<file path="src/rtl/led_status_ctrl.sv">
// Single-LED status controller: latched fault blink code > SD-busy fast blink > idle heartbeat.
// Build option LED_HEARTBEAT_EN: when defined, idle shows a heartbeat; otherwise idle keeps the LED off.
module led_status_ctrl #(
    parameter int TICK_DIV  = 500000,
    parameter int HB_HALF   = 50,
    parameter int FAST_HALF = 10,
    parameter int PULSE_ON  = 20,
    parameter int PULSE_OFF = 20,
    parameter int CODE_GAP  = 100
) (
    input  logic       clk_input,
    input  logic       rst_n,
    input  logic       enable,
    input  logic       fault_valid,
    input  logic [2:0] fault_code,
    input  logic       fault_clr,
    input  logic       sd_busy,
    output logic       LED,
    output logic [1:0] mode,
    output logic       fault_active
);
    localparam int MAX_A     = (HB_HALF > FAST_HALF) ? HB_HALF : FAST_HALF;
    localparam int MAX_B     = (PULSE_ON > PULSE_OFF) ? PULSE_ON : PULSE_OFF;
    localparam int MAX_C     = (MAX_A > MAX_B) ? MAX_A : MAX_B;
    localparam int MAX_TICKS = (MAX_C > CODE_GAP) ? MAX_C : CODE_GAP;
    localparam int PW        = $clog2(TICK_DIV);
    localparam int HW        = $clog2(MAX_TICKS) + 1;
    localparam logic [PW-1:0] PRESC_LAST = PW'(TICK_DIV - 1);

    typedef enum logic [1:0] {MODE_OFF, MODE_HEART, MODE_SDBUSY, MODE_FAULT} mode_e;
    typedef enum logic [1:0] {F_ON, F_OFF, F_GAP} fstate_e;

`ifdef LED_HEARTBEAT_EN
    localparam mode_e IDLE_MODE = MODE_HEART;
`else
    localparam mode_e IDLE_MODE = MODE_OFF;
`endif

    mode_e          mode_q, mode_d;
    fstate_e        fstate_q, fstate_d;
    logic [PW-1:0]  presc_q, presc_d;
    logic [HW-1:0]  phase_q, phase_d;
    logic [2:0]     n_q, n_d;
    logic [2:0]     code_q, code_d;
    logic           fault_active_q, fault_active_d;
    logic           led_q, led_d;
    logic           tick;
    logic           ival_end;
    logic [HW-1:0]  ival;

    always_comb begin
        fault_active_d = fault_active_q;
        code_d         = code_q;
        mode_d         = IDLE_MODE;
        presc_d        = presc_q;
        phase_d        = phase_q;
        fstate_d       = fstate_q;
        n_d            = n_q;
        led_d          = led_q;
        ival           = HW'(1);

        // Clear beats a simultaneous report; first latched fault wins over later ones.
        if (fault_clr) begin
            fault_active_d = 1'b0;
            code_d         = 3'd0;
        end else if (fault_valid && (fault_code != 3'd0) && !fault_active_q) begin
            fault_active_d = 1'b1;
            code_d         = fault_code;
        end

        if (!enable)             mode_d = MODE_OFF;
        else if (fault_active_d) mode_d = MODE_FAULT;
        else if (sd_busy)        mode_d = MODE_SDBUSY;
        else                     mode_d = IDLE_MODE;

        case (mode_q)
`ifdef LED_HEARTBEAT_EN
            MODE_HEART:  ival = HW'(HB_HALF);
`endif
            MODE_SDBUSY: ival = HW'(FAST_HALF);
            MODE_FAULT: begin
                case (fstate_q)
                    F_ON:    ival = HW'(PULSE_ON);
                    F_OFF:   ival = HW'(PULSE_OFF);
                    default: ival = HW'(CODE_GAP);
                endcase
            end
            default: ival = HW'(1);
        endcase

        tick     = (presc_q == PRESC_LAST);
        ival_end = tick && (phase_q == ival - 1'b1);

        if (mode_d != mode_q) begin
            // Every mode starts its pattern from scratch on the edge that registers it.
            presc_d  = '0;
            phase_d  = '0;
            fstate_d = F_ON;
            n_d      = 3'd0;
            led_d    = (mode_d != MODE_OFF);
        end else if (mode_q == MODE_OFF) begin
            presc_d  = '0;
            phase_d  = '0;
            fstate_d = F_ON;
            n_d      = 3'd0;
            led_d    = 1'b0;
        end else begin
            presc_d = tick ? '0 : presc_q + 1'b1;
            if (tick) phase_d = ival_end ? '0 : phase_q + 1'b1;
            if (ival_end) begin
                if (mode_q == MODE_FAULT) begin
                    case (fstate_q)
                        F_ON: begin
                            n_d      = n_q + 3'd1;
                            led_d    = 1'b0;
                            fstate_d = (({1'b0, n_q} + 4'd1) < {1'b0, code_q}) ? F_OFF : F_GAP;
                        end
                        F_OFF: begin
                            fstate_d = F_ON;
                            led_d    = 1'b1;
                        end
                        default: begin
                            fstate_d = F_ON;
                            n_d      = 3'd0;
                            led_d    = 1'b1;
                        end
                    endcase
                end else begin
                    led_d = ~led_q;
                end
            end
        end
    end

    always_ff @(posedge clk_input) begin
        if (!rst_n) begin
            mode_q         <= MODE_OFF;
            fstate_q       <= F_ON;
            presc_q        <= '0;
            phase_q        <= '0;
            n_q            <= 3'd0;
            code_q         <= 3'd0;
            fault_active_q <= 1'b0;
            led_q          <= 1'b0;
        end else begin
            mode_q         <= mode_d;
            fstate_q       <= fstate_d;
            presc_q        <= presc_d;
            phase_q        <= phase_d;
            n_q            <= n_d;
            code_q         <= code_d;
            fault_active_q <= fault_active_d;
            led_q          <= led_d;
        end
    end

    assign LED          = led_q;
    assign mode         = mode_q;
    assign fault_active = fault_active_q;
endmodule
</file>
<file path="config.mk">
export PLATFORM = sky130hd
export DESIGN_NAME = led_status_ctrl
export DESIGN_NICKNAME = d
export VERILOG_FILES = /design/src/rtl/led_status_ctrl.sv
export SDC_FILE = /design/constraint.sdc
export NUM_CORES = 1
export LEC_CHECK = 0
export BUFFER_PORTS_ARGS = -buffer_cell sky130_fd_sc_hd__clkbuf_2
export CAP_MARGIN = 20
export CORE_ASPECT_RATIO = 0.6
export CORE_MARGIN = 2
export CORE_UTILIZATION = 55
export CTS_BUF_LIST = sky130_fd_sc_hd__clkbuf_4
export DETAILED_ROUTE_END_ITERATION = 6
export PLACE_DENSITY = 0.73
export SLEW_MARGIN = 20
export SYNTH_ARGS = -nofsm -noshare
export SYNTH_HDL_FRONTEND = slang
export SYNTH_SLANG_ARGS = --single-unit
</file>
<file path="constraint.sdc">
create_clock -name clk_input -period 4.4 [get_ports clk_input]
set_input_delay 0 -clock clk_input [delete_from_list [all_inputs] [get_ports clk_input]]
set_output_delay 0 -clock clk_input [all_outputs]
set_load 0.03 [all_outputs]
</file>
-- Word-level counts from Yosys, hierarchy flattened
Cells that the tools add are included.
- bits in registers: 39
- input port bits: 9
- word-level logic and storage cells: 54
- output and inout bits: 4
- order comparisons: 1
- bitwise gates (word level): 3
- eq/ne operators: 6
- reductions and logical operators: 15
- add/subtract/negate cells: 5
- mux-type cells: 16
- operators with widths (cell ; number):
    19-bit by 1-bit adder with 19-bit output, second input constant ; 1
    19-bit equality test, second input constant ; 1
    7-bit case mux with 2 select lines ; 1
    2-bit two-way mux ; 5
    8-bit by 1-bit adder with 8-bit output, second input constant ; 1
    8-bit equality test ; 1
    8-bit two-way mux ; 1
    8-bit by 1-bit subtractor with 8-bit output, second input constant ; 1
    1-bit two-way mux ; 7
    7-bit two-way mux ; 1
    3-bit case mux with 2 select lines ; 1
    3-bit nonzero test ; 2
    3-bit by 1-bit adder with 4-bit output, second input constant ; 1
    2-bit equality test, second input constant ; 2
    2-bit logical NOT ; 2
    4-bit by 3-bit < comparator with 1-bit output ; 1
    2-bit OR reduction ; 2
    4-bit OR reduction ; 1
    3-bit by 1-bit adder with 3-bit output, second input constant ; 1
    1-bit logical AND ; 3
    1-bit NOT ; 3
    3-bit AND reduction ; 1
    3-bit OR reduction ; 1
    2-bit by 1-bit equality test with 1-bit output, second input constant ; 1
    4 further kinds ; 4

-- Logic depth before layout (Yosys ltp)
- depth in word-level cells: 10
- gate-level depth with buffers: 8
- mapped depth without buffers: 7

-- Worst setup path before layout
Ideal clock, no wire load.
- path type: input to register
- start point: in fault_active
- end point: reg presc_q[11]
- setup time: 117 ps
- required time: 4283 ps
- buffers on the path: 2
- slack: 2396 ps
- arrival: 1886 ps
- cell stages on the path: 8
- cells stage by stage: dfxtp_1 nor4_1 o311a_1 o2111ai_2 nand2b_1 buf_2 buf_2 nor2_1
- word-level cells in the longest chain between the ends: 8
- RTL lines (item ; RTL line ; text):
    start: declaration ; 20 ; output logic fault_active
    1-bit logical NOT ; 66 ; end else if (fault_valid && (fault_code != 3'd0) && !fault_active_q) begin
    1-bit logical AND ; 66 ;
    1-bit two-way mux (*) ; 66 ;
    1-bit two-way mux (*) ; 63 ; if (fault_clr) begin
    2-bit two-way mux (*) ; 72 ; else if (fault_active_d) mode_d = MODE_FAULT;
    2-bit two-way mux (*) ; 71 ; if (!enable) mode_d = MODE_OFF;
    2-bit inequality test (*) ; 94 ; if (mode_d != mode_q) begin
    4-bit OR reduction (no line) (*) ; n/a ;
    end signal: assignment ; 148 ; presc_q <= presc_d;
    end: declaration ; 41 ; logic [PW-1:0] presc_q, presc_d;
Mark *: on every way between the ends. The rest lies on a longest branch, timed or not.
A chain may end at the register's enable or synchronous reset.

-- Final worst setup path
- start point: in presc_q[0]
- end point: reg presc_q[7]
- word-level cells in the longest chain between the ends: 2
- elaborated cells on any way between the ends: 3
- classes of those cells: 1 x add/sub; 1 x eq/ne; 1 x reduce/logical
- RTL lines (item):
    parallel branches: the longest is 2 deep, another holds 19-bit by 1-bit adder with 19-bit output
Several ways; the timed one is not identified.

==> run_results.csv <==
group,metric,value,unit
global_routing,busiest_layer,"met1",
pwr,p_clk_share,43.7,%
routing,first_pass_iters,4,
worst_hold_path,worstHoldStart,"sd_busy",
critical_path,endpoint_kind,"flip-flop",
timing,setup_viol,0,
cts,cts-root-buf,"clkbuf_4",
critical_path,cpPeakStageDelay,0.59,ns
global_routing,grt_pass1_vias,1448,
critical_path,worstSetupPathType,"flip-flop to flip-flop",
placed_design,io_buffers,12,
routing,drt-total-wl,4115,um
timing,fin_crit,2.478,ns
cts,clk_latency,0.36,ns
placed_design,gp_congestion,0.8756,
critical_path,critPathLaunch,"presc_q[0]$_SDFF_PP0_",
routing,vias_per_cell,5.616,
pwr,p_comb_share,5.0,%
yosys,synth_edf_count,0,
timing,rsz0062_at_grt,"false",
layout,final_area,2221,um2
timing,relSlewSlack,54.25,%
global_routing,grtUsageMet2,28.14,%
cts,cts.sinks,39,
yosys,ys_warn_count,0,
cts,cts_setup_buffers,0,
critical_path,r2r-end,"presc_q[7]$_SDFF_PP0_",
yosys,syn_area_per_cell,8.809,um2
critical_path,cp_slowest_cell,"nand2b_1",
critical_path,ff2ff_setup_slack,1.92,ns
floorplan,ios,13,
cts,htreeDepth,2,
critical_path,critPathTopFamily,"simple AND/OR/NAND/NOR gates",
critical_path,crit_chain,"ha_1 -> nand4_1 -> or2_0 -> nand2b_1 -> nor2_1",
critical_path,start_kind,"flip-flop",
global_routing,grt.total_usage,23.26,%
pwr,p_per_area,314.7,nW/um2
timing,final.setup.tns,0,ns
global_routing,grt_util_met1,37.57,%
floorplan,die_area,4098,um2
timing,fin_worst_skew,0.007946,ns
yosys,yosysMostFrequentCell,"nor2_1",
floorplan,die_x,81.33,um
floorplan,fp.coreArea,3343,um2
worst_hold_path,hold_path_class,"input pin to flip-flop",
timing,maxSlewViolCount,0,
routing,ant_nets,0,
yosys,synth_top_area_share,39.57,%
floorplan,row_count,16,
routing,drtIter0Drc,109,
pwr,intPower,0.5541,mW
layout,diodes,0,
global_routing,grt_pass1_wl,7058,um
routing,drc_errors,0,
yosys,syn_nets,238,
yosys,synth_seq_cells,39,
yosys,syn_inst,224,
pwr,power_switching_share,20.71,%
cts,numCtsBuffers,5,
timing,clock.fmax,403.6,MHz
cts,cts-resized-gates,0,
run_status,status,"completed",
layout,fillers,274,
yosys,netlist_area,1973,um2
critical_path,r2r_cells,5,
layout,final_layout_size_suffix_gt1_share,11.07,%
layout,syn2layout_area_growth,12.56,%
floorplan,initial_utilization,59.02,%
cts,clockBufferDepth,2,
yosys,synth_cell_types,43,
yosys,yosysSeqAreaShare,39.57,%
routing,vias,1623,
placed_design,dp_hpwl,2992,um
worst_hold_path,hold_end,"LED$_SDFFE_PN0P_",
critical_path,worstPathMaxFanout,18,
critical_path,required,4.63,ns
yosys,async_flop_share,0,%
critical_path,cp.arrival,2.71,ns
floorplan,die_h,50.40,um
timing,hold_viol_final,0,
timing,tightest_slew,0.6862,ns
pwr,switchingPower,0.1448,mW
layout,finalNetCount,257,
placed_design,placed_area,2056,um2
global_routing,grt_antenna_before_repair,0,
critical_path,crit_buf_inv,0,
timing,min_period_over_period,56.32,%
routing,wl_per_cell,14.24,um
yosys,ys.flop_type,"dfxtp_1",
pwr,p_leak,0.7421,nW
yosys,yosysTopAreaCell,"dfxtp_1",
global_routing,gr-total-overflow,0,
layout,final_core_util,66.43,%
pwr,p_total,0.6989,mW
pwr,worst_ir_drop_vdd,0.0001820,V
pwr,power_frac_seq,51.3,%
cts,clk_pin_slew,0.12,ns
run,drv_cap,0,
cts,cts_tree,"yes",
yosys,synth_common_cells,"nor2_1 (42), dfxtp_1 (39), xnor2_1 (15)",
yosys,synthTopCellsByArea,"dfxtp_1 (40%), nor2_1 (8.0%), xnor2_1 (6.7%), xor2_1 (4.4%), ha_1 (3.2%)",
global_routing,grt_max_degree,19,
global_routing,met3_usage,6.835,%
worst_hold_path,holdPathStages,3,
critical_path,rr_startpoint,"presc_q[0]$_SDFF_PP0_",
## repair_timing
action,CTS,global route
endpoints found under the hold margin,5,0
hold buffers,6,0
endpoints found under the setup margin,0,0
## worst max-delay path by stage
stage	endpoint	slack, ns	cells past startpoint
4_1_cts	presc_q[2]$_SDFF_PP0_	1.95	5
6_report	presc_q[7]$_SDFF_PP0_	1.92	5
3_5_place_dp	presc_q[7]$_SDFF_PP0_	1.96	5
3_3_place_gp	presc_q[9]$_SDFF_PP0_	2.07	5
2_1_floorplan	presc_q[11]$_SDFF_PP0_	2.40	7
5_1_grt	presc_q[18]$_SDFF_PP0_	1.66	5
## final cells by class
| type | instances | area (um2) | share of cell area (%) |
|---|---|---|---|
| multi-input cells | 171 | 1129 | 50.82 |
| flip-flops and latches | 39 | 780.7 | 35.15 |
| repair buffers | 18 | 120.1 | 5.408 |
| clock inverters | 2 | 60.06 | 2.704 |
| well taps | 45 | 56.30 | 2.535 |
| clock buffers | 6 | 45.04 | 2.028 |
| inverters | 8 | 30.03 | 1.352 |
## power by group through the flow
stage	combinational (mW)	sequential, mW	clock, mW
3_5_place_dp	0.0296	0.367	0
2_1_floorplan	0.0167	0.369	0
4_1_cts	0.0338	0.359	0.311
6_report	0.0346	0.359	0.306
5_1_grt	0.0376	0.360	0.326
3_3_place_gp	0.0292	0.367	0
## routing by layer
metal,vias up,wire length [um]
li1,844,-
met5,-,0
met2,39,1480
met3,9,273
met1,731,2299
met4,0,61
## through the flow
stage | instances | hold WS (ns) | setup WS [ns]
2_1_floorplan | 224 | 0.1217 | 2.396
3_3_place_gp | 275 | 0.2709 | 2.067
3_5_place_dp | 275 | 0.2795 | 1.962
4_1_cts | 289 | 0.06396 | 1.947
5_1_grt | 289 | 0.09467 | 1.657
6_report | 289 | 0.08129 | 1.922
## cell families after synthesis
kind of cell	Yosys count	share of synthesized area (%)
compound gates	29	11.73
fa+ha+maj	5	3.171
mux	3	1.522
simple gates	109	29.68
xor+xnor	25	11.10
flops	39	39.57
buf+inv	14	3.234
## worst register-to-register path, cell delays in order, from the launching register on
cell	delay, ns
dfxtp_1	0.40
ha_1	0.23
nand4_1	0.45
or2_0	0.57
nand2b_1	0.59
nor2_1	0.11
## registers in the layout (all words and copies together) (netlist names)
signal,cells
LED,1
code_q,3
fault_active,1
fstate_q,2
mode,2
n_q,3
phase_q,8
presc_q,19
## layout by cell type (no fill, tap or decap), types with 3 or more instances in the layout
cell / synthesis / routed
ha_1: 5 / 5
nand4b_1: 3 / 3
nand4_1: 9 / 9
clkbuf_2: 0 / 12
mux2i_1: 3 / 3
nor3_1: 8 / 8
xnor2_1: 15 / 15
nand3_1: 10 / 10
dlygate4sd3_1: 0 / 6
inv_1: 8 / 8
nor2_1: 42 / 42
and3_1: 3 / 3
xor2_1: 10 / 10
a21oi_1: 7 / 7
nor4_1: 8 / 8
clkbuf_4: 0 / 6
dfxtp_1: 39 / 39
nand2_1: 14 / 14
o31a_1: 3 / 3
No activity file was read; power rests on OpenSTA's default activity.
